**config.mk**
```make
export PLATFORM = sky130hd
export DESIGN_NAME = mem_arbiter
export DESIGN_NICKNAME = d
export VERILOG_FILES = /design/src/rtl/mem_arbiter.sv
export SDC_FILE = /design/constraint.sdc
export NUM_CORES = 1
export LEC_CHECK = 0
export CELL_PAD_IN_SITES_DETAIL_PLACEMENT = 0
export CELL_PAD_IN_SITES_GLOBAL_PLACEMENT = 1
export CORE_AREA = 2 2 148 150
export CTS_CLUSTER_SIZE = 8
export DETAILED_ROUTE_END_ITERATION = 8
export DIE_AREA = 0 0 150 152
export PLACE_DENSITY_LB_ADDON = 0.25
export SYNTH_ARGS = -nofsm -noshare
export SYNTH_HDL_FRONTEND = slang
export SYNTH_SLANG_ARGS = --single-unit
export TNS_END_PERCENT = 5
```
**constraint.sdc**
```tcl
create_clock -name clk -period 2.4 [get_ports clk]
set_clock_uncertainty 0.05 [all_clocks]
set_input_delay 0.72 -clock clk [delete_from_list [all_inputs] [get_ports clk]]
set_output_delay 0.72 -clock clk [all_outputs]
set_load 0.01 [all_outputs]
```
**src/rtl/mem_arbiter.sv**
```systemverilog
// mem_arbiter: shares the single byte-wide RAM port between instruction fetch
// and the MEM stage. Each access is split into byte transfers, and read bytes
// are reassembled into a little-endian word.
module mem_arbiter #(
  parameter int ADDR_W = 32
) (
  input  logic              clk,
  input  logic              rst,
  input  logic              rdy,
  input  logic              if_req,
  input  logic [ADDR_W-1:0] if_addr,
  output logic              if_done,
  output logic [31:0]       if_data,
  input  logic              mem_req,
  input  logic              mem_we,
  input  logic [1:0]        mem_len,
  input  logic [ADDR_W-1:0] mem_addr,
  input  logic [31:0]       mem_wdata,
  output logic              mem_done,
  output logic [31:0]       mem_rdata,
  output logic              mem_stall,
  output logic [ADDR_W-1:0] ram_a,
  output logic              ram_wr,
  output logic [7:0]        ram_dout,
  input  logic [7:0]        ram_din
);

  typedef enum logic [1:0] {IDLE, IF_RD, MEM_RD, MEM_WR} state_t;

  localparam logic [ADDR_W-1:0] A_ONE = ADDR_W'(1);

  state_t            state_reg, state_next;
  logic [1:0]        cnt_reg, cnt_next;      // index of the byte now on the RAM port
  logic [1:0]        last_reg, last_next;    // index of the final byte (N-1)
  logic [ADDR_W-1:0] ram_a_reg, ram_a_next;
  logic              ram_wr_reg, ram_wr_next;
  logic [7:0]        ram_dout_reg, ram_dout_next;
  logic              if_done_reg, if_done_next;
  logic [31:0]       if_data_reg, if_data_next;
  logic              mem_done_reg, mem_done_next;
  logic [31:0]       mem_rdata_reg, mem_rdata_next;
  logic [31:0]       cap_reg, cap_next;      // partially assembled read word

  logic [31:0]       cap_merged;
  logic [7:0]        wdata_b [4];
  logic [1:0]        mem_last;

  // Lengths 2 and 3 both select a full 4-byte word.
  assign mem_last = (mem_len == 2'd0) ? 2'd0 :
                    (mem_len == 2'd1) ? 2'd1 : 2'd3;

  // Byte lanes: drop the incoming RAM byte into the lane selected by the
  // counter, and split the store data into addressable bytes.
  generate
    for (genvar gi = 0; gi < 4; gi++) begin : g_lane
      assign cap_merged[8*gi +: 8] = (cnt_reg == 2'(gi)) ? ram_din : cap_reg[8*gi +: 8];
      assign wdata_b[gi]           = mem_wdata[8*gi +: 8];
    end
  endgenerate

  // Next-state and next-output logic for the arbitration/transfer FSM.
  always_comb begin
    state_next     = state_reg;
    cnt_next       = cnt_reg;
    last_next      = last_reg;
    ram_a_next     = ram_a_reg;
    ram_wr_next    = ram_wr_reg;
    ram_dout_next  = ram_dout_reg;
    if_done_next   = 1'b0;
    if_data_next   = if_data_reg;
    mem_done_next  = 1'b0;
    mem_rdata_next = mem_rdata_reg;
    cap_next       = cap_reg;
    case (state_reg)
      IDLE: begin
        ram_wr_next = 1'b0;
        // A requester still showing done holds a stale request; skip it.
        if (mem_req && !mem_done_reg) begin
          cnt_next      = 2'd0;
          last_next     = mem_last;
          ram_a_next    = mem_addr;
          ram_wr_next   = mem_we;
          ram_dout_next = wdata_b[0];
          cap_next      = 32'd0;
          state_next    = mem_we ? MEM_WR : MEM_RD;
        end else if (if_req && !if_done_reg) begin
          cnt_next   = 2'd0;
          last_next  = 2'd3;
          ram_a_next = if_addr;
          cap_next   = 32'd0;
          state_next = IF_RD;
        end
      end
      IF_RD: begin
        if (!if_req) begin
          // Fetch abandoned (e.g. redirect): drop it without a done pulse.
          ram_wr_next = 1'b0;
          state_next  = IDLE;
        end else begin
          cap_next = cap_merged;
          if (cnt_reg == last_reg) begin
            if_done_next = 1'b1;
            if_data_next = cap_merged;
            state_next   = IDLE;
          end else begin
            cnt_next   = cnt_reg + 2'd1;
            ram_a_next = ram_a_reg + A_ONE;
          end
        end
      end
      MEM_RD: begin
        cap_next = cap_merged;
        if (cnt_reg == last_reg) begin
          mem_done_next  = 1'b1;
          mem_rdata_next = cap_merged;
          state_next     = IDLE;
        end else begin
          cnt_next   = cnt_reg + 2'd1;
          ram_a_next = ram_a_reg + A_ONE;
        end
      end
      MEM_WR: begin
        if (cnt_reg == last_reg) begin
          ram_wr_next   = 1'b0;
          mem_done_next = 1'b1;
          state_next    = IDLE;
        end else begin
          cnt_next      = cnt_reg + 2'd1;
          ram_a_next    = ram_a_reg + A_ONE;
          ram_dout_next = wdata_b[cnt_reg + 2'd1];
        end
      end
      default: state_next = IDLE;
    endcase
  end

  // State and output registers; rdy low freezes everything.
  always_ff @(posedge clk) begin
    if (rst) begin
      state_reg     <= IDLE;
      cnt_reg       <= 2'd0;
      last_reg      <= 2'd0;
      ram_a_reg     <= '0;
      ram_wr_reg    <= 1'b0;
      ram_dout_reg  <= 8'd0;
      if_done_reg   <= 1'b0;
      if_data_reg   <= 32'd0;
      mem_done_reg  <= 1'b0;
      mem_rdata_reg <= 32'd0;
      cap_reg       <= 32'd0;
    end else if (rdy) begin
      state_reg     <= state_next;
      cnt_reg       <= cnt_next;
      last_reg      <= last_next;
      ram_a_reg     <= ram_a_next;
      ram_wr_reg    <= ram_wr_next;
      ram_dout_reg  <= ram_dout_next;
      if_done_reg   <= if_done_next;
      if_data_reg   <= if_data_next;
      mem_done_reg  <= mem_done_next;
      mem_rdata_reg <= mem_rdata_next;
      cap_reg       <= cap_next;
    end
  end

  assign ram_a     = ram_a_reg;
  assign ram_wr    = ram_wr_reg;
  assign ram_dout  = ram_dout_reg;
  assign if_done   = if_done_reg;
  assign if_data   = if_data_reg;
  assign mem_done  = mem_done_reg;
  assign mem_rdata = mem_rdata_reg;
  assign mem_stall = mem_req & ~mem_done_reg;

endmodule
```
# After elaboration in Yosys (flattened, before gate mapping)
# Cells that the tools add are included.
dict set report word_totals {
  register_bits 145
  latch_bits 0
  ram_bits 0
  mem_bits_ro 0
  in_bits 112
  out_inout_bits 108
  mem_count 0
}
dict set report op_classes {
  n_addsub 2
  mul 0
  div 0
  order_cmp 1
  n_eq_ne 14
  shifts 0
  n_mux 42
  bitwise_logic 3
  reduce_logical 20
}
# op n
set ops {}
lappend ops {{32-bit 2-to-1 mux} 7}
lappend ops {{32-bit case mux with 3 select lines} 2}
lappend ops {{8-bit 2-to-1 mux} 8}
lappend ops {{32-bit by 1-bit adder with 32-bit output (second input constant)} 1}
lappend ops {{2-bit 2-to-1 mux} 12}
lappend ops {{8-bit binary-select mux with 2-bit select} 1}
lappend ops {{8-bit case mux with 2 select lines} 1}
lappend ops {{4-bit AND reduction} 4}
lappend ops {{2-bit case mux with 3 select lines} 2}
lappend ops {{2-bit != test (second input constant)} 5}
lappend ops {{3-bit AND reduction} 3}
lappend ops {{2-bit equality test (second input constant)} 4}
lappend ops {{1-bit 2-to-1 mux} 8}
lappend ops {{2-bit by 1-bit equality test with 1-bit output (second input constant)} 3}
lappend ops {{2-bit zero test} 3}
lappend ops {{3-bit nonzero test} 2}
lappend ops {{2-bit nonzero test} 2}
lappend ops {{3-bit greater-or-equal comparator (second input constant)} 1}
lappend ops {{3-bit != test (second input constant)} 1}
lappend ops {{2-bit NOT with 3-bit output} 1}
lappend ops {{1-bit case mux with 3 select lines} 1}
lappend ops {{2-bit by 1-bit adder with 2-bit output (second input constant)} 1}
lappend ops {{2-bit equality test} 1}
lappend ops {{1-bit logical AND} 2}
lappend ops {{other kinds (5)} 6}

# Longest topological paths before layout
dict set report depth {
  ltp_word 7
  ltp_mapped 8
  ltp_nobuf 7
}

# Worst setup path after synthesis
# No wires, ideal clock.
dict set report synth_path {
  kind {input to register}
  from {in rdy}
  to {reg ram_a_reg[0] (netlist: ram_a[0])}
  arrival_ns 1.946
  t_required_ns 2.276
  slack_ns 0.329
  path_stages 5
  cell_sequence {clkbuf_1 o311a_1 o21ai_1 or4_1 a31oi_1}
}
dict set report synth_via {
  elab_chain_cells 1
}
# item line
set synth_rtl {}
lappend synth_rtl {{start, declared} 9} ;# input logic rdy,
lappend synth_rtl {{3-bit AND reduction (no source line)} n/a}
lappend synth_rtl {{end signal, assigned} 155} ;# ram_a_reg <= ram_a_next;
lappend synth_rtl {{end, declared} 35} ;# logic [ADDR_W-1:0] ram_a_reg, ram_a_next;
# Every way passes these cells.
# A chain may end at the register's enable or synchronous reset.

# Worst setup path after layout
dict set report layout_path {
  from {reg ram_a_reg[4] (netlist: ram_a[4])}
  to {out ram_a[4]}
}
# item line
set layout_rtl {}
lappend layout_rtl {{end, declared} 22} ;# output logic [ADDR_W-1:0] ram_a,
# No word-level cell between the ends.

==> results.py <==
metrics = {
    "worst_setup_path": {
        "crit_chain": "clkdlybuf4s50_1",
        "required_ns": 1.63,
        "critPathTopFamily": "buffers and inverters",
        "crit_type": "reg2out",
        "cp.arrival_ns": 1.57,
        "crit_fanout": 10,
        "path_buf_inv": 1,
        "cp-end-kind": "output port",
        "crit_path_top_delay_cell": "clkdlybuf4s50_1",
        "cp-start-kind": "flop",
        "max_stage_delay_ns": 0.61,
        "reg2reg_slack_ns": 0.28,
    },
    "synth": {
        "synth.area.top_cells": "dfxtp_1 (41%), a211oi_1 (7.6%), nor2_1 (6.0%)",
        "synth_area_per_cell_um2": 8.12,
        "synth-edff-count": 0,
        "ys_ff_latch": 145,
        "ys_seq_area_frac": 0.406,
        "ys_async_sr_fraction": 0,
        "synth_top_cell_by_area": "dfxtp_1",
        "synth_top_flop_cell": "dfxtp_1",
        "synth_top_cell_area_share": 0.406,
        "ys_types": 65,
        "netlist_area_um2": 7140,
        "ys_warn_count": 0,
        "synth_fp_nets": 1001,
        "synthCells": 880,
    },
    "drt": {
        "wire_per_inst_um": 17.0,
        "drt_iter0_drc": 415,
        "drc": 0,
        "wl_mm": 23.5,
        "via_per_inst": 5.28,
        "postRouteAntennaNets": 0,
        "firstDrtPassIters": 5,
        "num_vias": 7300,
    },
    "timing": {
        "max_clock_freq_ghz": 0.428,
        "maxSlewViolCount": 0,
        "layout_min_cycle_time_ns": 2.34,
        "final_hold_viol_count": 0,
        "rsz0062_at_grt": "no",
        "setup_violations": 0,
        "post-route-period-util": 0.974,
        "finalSetupTns_ns": 0,
        "tightestPinTransition_ns": 0.516,
        "relSlewSlack": 0.653,
    },
    "place": {
        "hpwl_mm": 16.8,
        "portBuffers": 219,
        "place.gp.congestion": 0.822,
    },
    "layout": {
        "final_common_cell": "clkdlybuf4s50_1",
        "n_antenna_cell": 0,
        "drive_gt1_frac": 0.102,
        "nets": 1210,
        "final_cell_mix": "clkdlybuf4s50_1 (217), dfxtp_1 (144), nor2_1 (115), nand2_1 (98), a211oi_1 (72)",
        "syn_to_final_growth_pct": 46.1,
        "final.fill_count": 2126,
    },
    "clock_tree": {
        "htreeDepth": 4,
        "post-cts-setup-buffer-count": 0,
        "cts-root-buf": "clkbuf_16",
        "cts_max_path_buffers": 2,
        "cts_tree": "yes",
        "cts.clk_slew.worst_paths_ns": 0.07,
        "clock_latency_ns": 0.43,
        "cts_hold_repair.buffers": 0,
        "cts_inserted_buffers": 17,
        "cts.sinks": 145,
    },
    "global_route": {
        "grt_pass1_vias": 7046,
        "track_usage": 0.206,
        "globalRouteOverflowTotal": 0,
        "grt_max_degree": 98,
        "grt_pass1_wl_mm": 37.7,
        "antenna_found_initial": 0,
    },
    "floorplanning": {
        "boundaryPins": 220,
        "coreArea_um2": 21400,
        "die_width_um": 150,
        "dieArea_um2": 22800,
        "die_y_um": 152,
        "rows": 54,
        "start_util": 0.335,
    },
    "outcome": {
        "run_status": "completed",
    },
    "pwr": {
        "p_total_mw": 6.80,
        "ir_drop_v": 0.000456,
        "power_density_nw_per_um2": 651,
        "total_leakage_power_nw": 3.57,
    },
    "flow_run": {
        "maxCapViolations": 0,
    },
    "worst_hold_path": {
        "hp-class": "reg2reg",
    },
}
[synthesized netlist by cell type, types with 13 or more instances]
library cell,number
inv_1,20
dfxtp_1,145
mux2i_1,36
nand2_1,98
o21ai_0,34
a211oi_1,72
a32oi_1,24
a31oi_1,13
buf_2,14
nor3_1,21
clkbuf_1,41
buf_1,23
nand3_1,23
nor2_1,115
a21oi_1,59
[worst paths after layout]
check               from           to  cells past startpoint
min reg2reg  ram_dout[2]  ram_dout[2]                      2
max reg2reg     ram_a[3]    ram_a[29]                      5
min          ram_dout[2]  ram_dout[2]                      2
max             ram_a[4]     ram_a[4]                      1
[kinds of logic (layout without fill, tap and decap cells)]
group,Yosys count,after routing,synth area share
AO/OA/AOI/OAI,268,268,0.260
buffers and inverters,101,323,0.0566
XOR/XNOR,2,2,0.00245
adder cells (fa/ha/maj),9,9,0.0158
multiplexers,37,37,0.0520
flip-flops,145,145,0.406
AND/OR/NAND/NOR,318,318,0.207
[tightest hold or removal path, cell delays in order (launching register included)]
cell     delay [ns]
dfxtp_1        0.31
nand2_1        0.05
a21oi_1        0.05
[metal layers]
| metal | vias up | track usage | routed length (um) |
|---|---|---|---|
| met5 | - | 0 | 0 |
| met4 | 0 | 0.0580 | 428 |
| met3 | 23 | 0.0480 | 1420 |
| met2 | 214 | 0.336 | 11000 |
| met1 | 3404 | 0.272 | 10700 |
| li1 | 3659 | - | - |
[stage by stage]
step | cells | area (um^2) | hold WS, ns | utilization | setup slack [ns]
final | 1382 | 10400 | 0.405 | 0.489 | 0.0619
after global routing | 1382 | 10400 | 0.425 | 0.489 | 0.00354
after CTS | 1382 | 10400 | 0.409 | 0.489 | 0.0152
after detailed placement | 1350 | 9850 | 0.400 | 0.462 | -0.318
after global placement | 1350 | 9850 | 0.390 | 0.462 | -0.293
after floorplan | 880 | 7140 | 0.403 | - | 0.329
[where the power goes]
group / internal, mW / switching (mW)
Combinational: 0.736 / 0.800
Clock: 1.38 / 1.21
Sequential: 2.54 / 0.130
[repair_timing]
item,CTS,global route
endpoints found under the hold margin,0,0
resized for setup,3,3
endpoints found under the setup margin,1,4
[cell type report]
| cell class | instances | area, um^2 | area share |
|---|---|---|---|
| multi-input combinational | 634 | 3870 | 0.371 |
| sequential | 145 | 2900 | 0.278 |
| timing repair buffer | 269 | 2650 | 0.254 |
| clock buffer | 17 | 425 | 0.0408 |
| tap | 280 | 350 | 0.0336 |
| clock inverter | 15 | 149 | 0.0143 |
| inverter | 22 | 82.6 | 0.00792 |
Note: power is estimated with default switching activity, not from simulation.
